**src/rtl/fu_wb_arbiter.sv**
```systemverilog
// Writeback arbiter: ALU and load/store results each land in a private skid
// FIFO; a round-robin arbiter drains both into one registered ROB completion
// port that honours ROB backpressure.
module fu_wb_arbiter #(
  parameter int GPR_SIZE     = 64,
  parameter int ROB_IDX_SIZE = 4,
  parameter int FIFO_DEPTH   = 2
) (
  input  logic                    in_clk,
  input  logic                    in_rst,
  input  logic                    in_alu_done,
  input  logic [ROB_IDX_SIZE-1:0] in_alu_dst_rob_index,
  input  logic [GPR_SIZE-1:0]     in_alu_value,
  input  logic                    in_alu_set_nzcv,
  input  logic [3:0]              in_alu_nzcv,
  output logic                    out_alu_ready,
  input  logic                    in_ls_done,
  input  logic [ROB_IDX_SIZE-1:0] in_ls_dst_rob_index,
  input  logic [GPR_SIZE-1:0]     in_ls_value,
  output logic                    out_ls_ready,
  input  logic                    in_rob_ready,
  output logic                    out_rob_done,
  output logic [ROB_IDX_SIZE-1:0] out_rob_dst_rob_index,
  output logic [GPR_SIZE-1:0]     out_rob_value,
  output logic                    out_rob_set_nzcv,
  output logic [3:0]              out_rob_nzcv,
  output logic                    out_rob_src_ls
);

  localparam int PTR_W = $clog2(FIFO_DEPTH);
  localparam int CNT_W = $clog2(FIFO_DEPTH + 1);

  typedef enum logic {SRC_ALU = 1'b0, SRC_LS = 1'b1} src_e;

  typedef struct packed {
    logic [ROB_IDX_SIZE-1:0] idx;
    logic [GPR_SIZE-1:0]     value;
    logic                    set_nzcv;
    logic [3:0]              nzcv;
  } alu_entry_t;

  typedef struct packed {
    logic [ROB_IDX_SIZE-1:0] idx;
    logic [GPR_SIZE-1:0]     value;
  } ls_entry_t;

  alu_entry_t alu_mem [FIFO_DEPTH];
  ls_entry_t  ls_mem  [FIFO_DEPTH];

  logic [PTR_W-1:0] alu_head, alu_tail, ls_head, ls_tail;
  logic [CNT_W-1:0] alu_count, ls_count;
  src_e             last_grant;

  logic alu_push, ls_push;
  logic load_en, grant_alu, grant_ls;

  // Ready depends only on the registered count, never on a same-cycle pop.
  always_comb begin
    out_alu_ready = (alu_count < CNT_W'(FIFO_DEPTH));
    out_ls_ready  = (ls_count  < CNT_W'(FIFO_DEPTH));
    alu_push      = in_alu_done && out_alu_ready;
    ls_push       = in_ls_done  && out_ls_ready;
  end

  // Round-robin pick: on a tie the source that did not win last time goes.
  always_comb begin
    load_en   = !out_rob_done || in_rob_ready;
    grant_alu = load_en && (alu_count != '0) &&
                ((ls_count == '0) || (last_grant == SRC_LS));
    grant_ls  = load_en && (ls_count != '0) &&
                ((alu_count == '0) || (last_grant == SRC_ALU));
  end

  // FIFO storage; contents need no reset because the counts gate every read.
  always_ff @(posedge in_clk) begin
    if (alu_push)
      alu_mem[alu_tail] <= '{idx: in_alu_dst_rob_index, value: in_alu_value,
                             set_nzcv: in_alu_set_nzcv, nzcv: in_alu_nzcv};
    if (ls_push)
      ls_mem[ls_tail] <= '{idx: in_ls_dst_rob_index, value: in_ls_value};
  end

  // FIFO pointers and occupancy; push and pop in one cycle leave count unchanged.
  always_ff @(posedge in_clk) begin
    if (in_rst) begin
      alu_head  <= '0;
      alu_tail  <= '0;
      alu_count <= '0;
      ls_head   <= '0;
      ls_tail   <= '0;
      ls_count  <= '0;
    end else begin
      if (alu_push)  alu_tail <= alu_tail + 1'b1;
      if (grant_alu) alu_head <= alu_head + 1'b1;
      case ({alu_push, grant_alu})
        2'b10:   alu_count <= alu_count + 1'b1;
        2'b01:   alu_count <= alu_count - 1'b1;
        default: alu_count <= alu_count;
      endcase
      if (ls_push)  ls_tail <= ls_tail + 1'b1;
      if (grant_ls) ls_head <= ls_head + 1'b1;
      case ({ls_push, grant_ls})
        2'b10:   ls_count <= ls_count + 1'b1;
        2'b01:   ls_count <= ls_count - 1'b1;
        default: ls_count <= ls_count;
      endcase
    end
  end

  // Output register: loads the granted head, or drops done when nothing is pending.
  always_ff @(posedge in_clk) begin
    if (in_rst) begin
      out_rob_done          <= 1'b0;
      out_rob_dst_rob_index <= '0;
      out_rob_value         <= '0;
      out_rob_set_nzcv      <= 1'b0;
      out_rob_nzcv          <= '0;
      out_rob_src_ls        <= 1'b0;
      last_grant            <= SRC_LS;
    end else if (load_en) begin
      if (grant_alu) begin
        out_rob_done          <= 1'b1;
        out_rob_dst_rob_index <= alu_mem[alu_head].idx;
        out_rob_value         <= alu_mem[alu_head].value;
        out_rob_set_nzcv      <= alu_mem[alu_head].set_nzcv;
        out_rob_nzcv          <= alu_mem[alu_head].nzcv;
        out_rob_src_ls        <= 1'b0;
        last_grant            <= SRC_ALU;
      end else if (grant_ls) begin
        out_rob_done          <= 1'b1;
        out_rob_dst_rob_index <= ls_mem[ls_head].idx;
        out_rob_value         <= ls_mem[ls_head].value;
        out_rob_set_nzcv      <= 1'b0;
        out_rob_nzcv          <= '0;
        out_rob_src_ls        <= 1'b1;
        last_grant            <= SRC_LS;
      end else begin
        out_rob_done <= 1'b0;
      end
    end
  end

endmodule

```
**config.mk**
```make
export PLATFORM = sky130hd
export DESIGN_NAME = fu_wb_arbiter
export DESIGN_NICKNAME = d
export VERILOG_FILES = /design/src/rtl/fu_wb_arbiter.sv
export SDC_FILE = /design/constraint.sdc
export NUM_CORES = 1
export LEC_CHECK = 0
export BUFFER_PORTS_ARGS = -buffer_cell sky130_fd_sc_hd__buf_2
export CAP_MARGIN = 25
export CORE_MARGIN = 2
export CORE_UTILIZATION = 54
export CTS_CLUSTER_DIAMETER = 80
export DETAILED_ROUTE_END_ITERATION = 7
export HOLD_SLACK_MARGIN = 0.06
export PLACE_DENSITY = 0.77
export SYNTH_ARGS = -nofsm -noshare
export SYNTH_HDL_FRONTEND = slang
export SYNTH_SLANG_ARGS = --single-unit
```
**constraint.sdc**
```tcl
create_clock -name in_clk -period 5.8 [get_ports in_clk]
set_clock_uncertainty 0.2 [all_clocks]
set_input_delay 0.29 -clock in_clk [delete_from_list [all_inputs] [get_ports in_clk]]
set_output_delay 0.29 -clock in_clk [all_outputs]
set_load 0.01 [all_outputs]
```
# Word level (Yosys, flattened, before mapping)
# Memories as Yosys holds them, arrays and structs flattened. A register that Yosys moved wholly into a read port is not among the register bits.
# Index checks and enable logic that the tools add are counted.
# word_totals
reg_bits,84
n_memories,2
mem_bits_rw,282
output_inout_bits,77
elab_cells,70
in_bits,146
# classes
n_eq_ne,4
mux,22
n_addsub,8
magnitude_cmp,2
reduce_logical,18
bitwise_logic,1
# mem_list
memory,words,width,rd,rd_clocked_by_memory_dff,write_ports,line_no,rtl
alu_mem,2,73,1,1,1,47,alu_entry_t alu_mem [FIFO_DEPTH];
ls_mem,2,68,1,1,1,48,ls_entry_t ls_mem [FIFO_DEPTH];
# ops
cell,n
64-bit 2-to-1 mux,2
4-bit 2-to-1 mux,4
1-bit 2-to-1 mux,14
2-bit nonzero test,5
2-bit one-hot mux with 2 select lines,2
1-bit logical AND,6
"1-bit adder, second input constant",4
"2-bit by 1-bit adder with 2-bit output, second input constant",2
"2-bit by 1-bit equality test with 1-bit output, second input constant",2
"2-bit equality test, second input constant",2
2-bit logical NOT,2
"2-bit less-than comparator, second input constant",2
"2-bit by 1-bit subtractor with 2-bit output, second input constant",2
1-bit logical OR,3
2-bit AND reduction,1
1-bit logical NOT,1
1-bit NOT,1

# Depth between registers and ports, before layout
# logic_depth
depth_word,6
ltp_mapped,9
mapped_depth_nobuf,7

# Worst setup path after synthesis
# No wires, ideal clock.
# synth_timing
path_kind,reg2reg
from,register alu_count[1]
to,"memory alu_mem[0][0] in the netlist's numbering, enable pin"
slack_ns,1.411
arrival_time_ns,3.684
stages_incl_launch_ff,4
n_path_buf,1
t_required_ns,5.095
setup_ns,0.505
period_less_slack_ns,4.389
path_cell_list,dfxtp_1 clkbuf_2 nand2b_1 nor2_1
# synth_between
elab_chain_cells,4
# synth_rtl
element,line_no,rtl
from (decl),51,"logic [CNT_W-1:0] alu_count, ls_count;"
from (signal assigned),96,2'b10: alu_count <= alu_count + 1'b1;
from (signal assigned),97,2'b01: alu_count <= alu_count - 1'b1;
from (signal assigned),98,default: alu_count <= alu_count;
2-bit less-than comparator,59,out_alu_ready = (alu_count < CNT_W'(FIFO_DEPTH));
1-bit logical AND,61,alu_push = in_alu_done && out_alu_ready;
1-bit 2-to-1 mux,76,if (alu_push)
1-bit 2-to-1 mux (not written as such),77,"alu_mem[alu_tail] <= '{idx: in_alu_dst_rob_index, value: in_alu_value,"
to (decl),47,
# No other way between the ends.

# Worst setup path in the final report
# layout_timing
from,register out_rob_done
to,register ls_count[1]
# layout_between
elab_chain_cells,6
word_cells_on_any_way,8
classes_between,eq/ne (2); mux (1); reduce/logical (5)
# layout_rtl
element,line_no,rtl
from (decl),22,"output logic out_rob_done,"
from (signal assigned),113,out_rob_done <= 1'b0;
from (signal assigned),122,out_rob_done <= 1'b1;
from (signal assigned),130,out_rob_done <= 1'b1;
1-bit logical NOT (*),67,load_en = !out_rob_done || in_rob_ready;
1-bit logical OR (*),67,
1-bit logical AND (*) (2 in a row),70,grant_ls = load_en && (ls_count != '0) &&
net grant_ls,55,"logic load_en, grant_alu, grant_ls;"
2-bit by 1-bit equality test with 1-bit output or 2-bit equality test (tied branches),102,"case ({ls_push, grant_ls})"
2-bit one-hot mux with 2 select lines or 2-bit nonzero test (tied branches),n/a,
to (signal assigned),103,2'b10: ls_count <= ls_count + 1'b1;
to (signal assigned),104,2'b01: ls_count <= ls_count - 1'b1;
to (signal assigned),105,default: ls_count <= ls_count;
to (decl),51,
# The timed path passes the listed nets; every way through them passes the cells marked *.
# A chain may end at the register's enable or synchronous reset.

==> run summary <==
The global-route wire length before repair is 51.0 mm. The maximum number of pins on one net before global-route repair came out at 75. The proportion of register bits with asynchronous set or reset after synthesis came out at 0. The worst hold path belongs to the class input pin to flip-flop.

The routed wirelength normalized by instance count came out at 22.0 um. TritonCTS built the clock tree. The total grt overflow came out at 0. The class of the most critical setup path is flip-flop to flip-flop. The buffer cell driving the clock tree root is sky130_fd_sc_hd__clkbuf_16. The number of nets in the finished design is 1346.

The max-slew headroom at the worst pin came out at 0.282. The final setup TNS came out at 0 ns. Across the VDD grid, the largest voltage drop is 0.000268 V. The number of DRC violations after detailed-routing iteration 0 is 940.

The initial utilization of the core area, before any placement, comes to 0.545. The area of the core region came out at 0.0258 mm2. Before antenna repair, the detailed router went through 5 iterations. The number of enable flip-flop cells after synthesis is 282. For this design, the CTS-stage hold fixing added 144 buffers. The count of pins on the block boundary is 223. The floorplan step defined a die boundary enclosing 0.0273 mm2. The slowest stage of the critical path is the sky130_fd_sc_hd__nor2b_4 cell. In this run the vertical extent of the chip is 165 um.

The biggest cell delay along the critical path came out at 0.69 ns. After layout, the minimum clock period comes to 3.10 ns. The quantity of I/O buffers inserted on ports came out at 222.

The number of buffers and inverters on the critical path came out at 2. The routed layout has 9348 vias. The synthesized design spends more area on one cell type than any other, namely sky130_fd_sc_hd__edfxtp_1.

The power per unit of standard cell area came out at 472 mW/mm2. The library cell appearing most often on the critical path is sky130_fd_sc_hd__or3_1. The total power came out at 8.54 mW. In the finished design, the share of the clock period the worst path needs comes to 0.534. After synthesis, the cell types taking the most area are sky130_fd_sc_hd__edfxtp_1, sky130_fd_sc_hd__dfxtp_1, sky130_fd_sc_hd__mux2i_1, sky130_fd_sc_hd__a32o_1, sky130_fd_sc_hd__o31ai_1.

In this run, distinct cell masters in the synthesized netlist total 34. The count of synthesis-stage warnings from yosys came out at 0. The TritonCTS sink count is 368. The count of nets left with antenna violations once routing finished came out at 0.

Walking the worst path, the cells encountered are nor2b_4, buf_4, or3_1, inv_1, ha_1, or3_1, a21oi_1. The smallest setup slack after layout is 2.70 ns. In the routed layout, each cell is associated on average with a via count of 5.97. The required time reported for the critical path endpoint is 6.06 ns. STA classifies the critical path startpoint as a flip-flop. Once layout is complete, the cells apart from fillers number 1565.

The final hold violation count came out at 0. The buffer depth of the longest clock path is 3. The post-route core utilization is 0.702. The proportion of layout cells with a drive suffix above 1 came out at 0.258. In this run the horizontal extent of the chip is 165 um. The worst-skew pair later-pin latency came out at 0.53 ns. After synthesis, the most frequently instantiated cells are sky130_fd_sc_hd__edfxtp_1, sky130_fd_sc_hd__mux2i_1, sky130_fd_sc_hd__dfxtp_1.

The kind of end point of the critical path is a flip-flop. The clock transition at the registers of the reported paths came out at 0.06 ns. The final HPWL from detailed placement came out at 19.1 mm.

The slew at the pin with the worst max-slew slack is 1.08 ns. The register bit total from synthesis is 368. The total CTS buffers came out at 37. The final RePlAce weighted congestion came out at 0.785. The proportion of netlist area held by the largest area contributor is 0.603. Broken down by cell family, the worst path's largest delay share belongs to simple AND/OR/NAND/NOR gates. The max-slew violation total from the final report is 0.

The level count of the clock H-tree is 2. The sequential element share of the synthesized area is 0.726. The mean cell area of the mapped netlist came out at 16.2 um2.

For this run, the top clock speed supported by timing is 0.323 GHz. Counting every instance in the synthesized netlist gives 865. The number of failing setup endpoints in the final timing report came out at 0. The number of cells in the design after placement came out at 1350. The row count is 59.

The layout-stage area growth over the synthesis result came out at 28.9%. Setup repair after global routing left no endpoint under its margin. The total standard cell area after synthesis is 0.0140 mm2.

The worst slack at placement is 2.66 ns. sky130_fd_sc_hd__edfxtp_1 is the most common cell in the netlist. The flow ran to the end, and the final reports show no timing, DRC or antenna violations. In the global route stage, overall resource usage came out at 0.245. The initial antenna violation count came out at 2. Post-CTS repair changed the size of 0 cells. The top fanout value on the critical path is 54. The detailed-route wire length is 34.4 mm. Among all flip-flop cells after synthesis, the most frequent one is sky130_fd_sc_hd__edfxtp_1. The worst endpoint data arrival time is 3.36 ns.

The post-detailed-route DRC marker count came out at 0. Across the run, the number of max-cap violations was 0. The via count of the first global-routing pass is 9189. The reported leakage power is 6.51 nW. The post-CTS setup repair buffer count is 0. The net count of the mapped netlist came out at 1013.
-- power breakdown --
part | internal [mW] | switching [mW] | total (mW) | leakage [nW]
Combinational | 0.946 | 1.45 | 2.40 | 2.55
Clock | 1.40 | 1.00 | 2.41 | 0.618
Sequential | 3.43 | 0.299 | 3.73 | 3.35
Total | 5.78 | 2.75 | 8.54 | 6.51
-- metrics by stage --
stage,hold slack (ns),cell area [um2]
global placement,0.244,15300
global route,0.176,18100
floorplan,0.189,14000
CTS,0.146,18100
finish,0.151,18100
detailed placement,0.254,15400
-- worst min-delay path, stage by stage --
cell and delay [ns]:
sky130_fd_sc_hd__buf_2 0.12, sky130_fd_sc_hd__nor2b_4 0.14, sky130_fd_sc_hd__o21ai_0 0.19, sky130_fd_sc_hd__a21oi_1 0.06
-- final timing paths --
| check | startpoint | depth (start not counted) | end | slack [ns] |
|---|---|---|---|---|
| hold / removal | in_rob_ready | 4 | out_rob_nzcv[1]$_SDFFE_PP0P_ | 0.15 |
| setup reg to reg | out_rob_done$_SDFFE_PP0P_ | 7 | ls_count[1]$_SDFFE_PP0P_ | 2.70 |
| hold reg to reg | out_rob_value[27]$_SDFFE_PP0P_ | 1 | out_rob_value[27]$_SDFFE_PP0P_ | 0.26 |
| setup / recovery | out_rob_done$_SDFFE_PP0P_ | 7 | ls_count[1]$_SDFFE_PP0P_ | 2.70 |
-- cell type report --
| class | count | area [um2] |
|---|---|---|
| Tap cell | 335 | 419 |
| Clock inverter | 21 | 219 |
| Clock buffer | 47 | 1020 |
| Fill cell | 1625 | 7680 |
| Sequential cell | 368 | 10200 |
| Inverter | 3 | 11.3 |
| Timing Repair Buffer | 378 | 2680 |
| Multi-Input combinational cell | 410 | 3530 |
| Antenna cell | 3 | 7.51 |
-- state kept, by name (all words and copies together) (netlist names), 2 cells and up, named ones only --
name                   cells
alu_count                  2
alu_mem                  146
ls_count                   2
ls_mem                   136
out_rob_dst_rob_index      4
out_rob_nzcv               4
out_rob_value             64
-- kinds of logic (layout without fill, tap and decap cells) --
logic type | Yosys count | after routing | share of synthesized area
AO/OA/AOI/OAI | 164 | 164 | 0.0963
XOR/XNOR | 6 | 6 | 0.00374
adder cells (fa/ha/maj) | 2 | 2 | 0.00178
buffers and inverters | 87 | 449 | 0.0278
flip-flops | 368 | 368 | 0.726
multiplexers | 141 | 141 | 0.101
other | 0 | 3 | 0
AND/OR/NAND/NOR | 97 | 97 | 0.0433
-- cell usage in the layout, fill, tap and decap left out, types with 3 or more instances in the layout --
cell | netlist | routed
sky130_fd_sc_hd__edfxtp_1 | 282 | 282
sky130_fd_sc_hd__buf_2 | 17 | 222
sky130_fd_sc_hd__dlygate4sd3_1 | 0 | 144
sky130_fd_sc_hd__mux2i_1 | 136 | 136
sky130_fd_sc_hd__dfxtp_1 | 86 | 84
sky130_fd_sc_hd__nand4_1 | 73 | 73
sky130_fd_sc_hd__o31ai_1 | 70 | 70
sky130_fd_sc_hd__a32o_1 | 68 | 68
sky130_fd_sc_hd__clkbuf_16 | 0 | 38
sky130_fd_sc_hd__a21oi_1 | 13 | 13
sky130_fd_sc_hd__clkinv_2 | 0 | 12
sky130_fd_sc_hd__buf_4 | 1 | 10
sky130_fd_sc_hd__o21ai_0 | 9 | 9
sky130_fd_sc_hd__nor2_1 | 8 | 5
sky130_fd_sc_hd__mux2_2 | 5 | 5
sky130_fd_sc_hd__clkbuf_1 | 48 | 5
sky130_fd_sc_hd__xor2_1 | 4 | 4
sky130_fd_sc_hd__clkbuf_8 | 0 | 4
sky130_fd_sc_hd__diode_2 | 0 | 3
sky130_fd_sc_hd__or3_1 | 3 | 3
sky130_fd_sc_hd__inv_1 | 3 | 3
sky130_fd_sc_hd__nor2_4 | 0 | 3
sky130_fd_sc_hd__bufinv_16 | 0 | 3
-- metal layers --
layer	vias to the layer above	part of all wire	global-route usage
met5	-	0	0
met4	0	0.030	0.0881
met3	75	0.061	0.0397
met2	412	0.50	0.407
met1	4663	0.41	0.329
li1	4198	-	-
(Power assumes the default switching activity.)
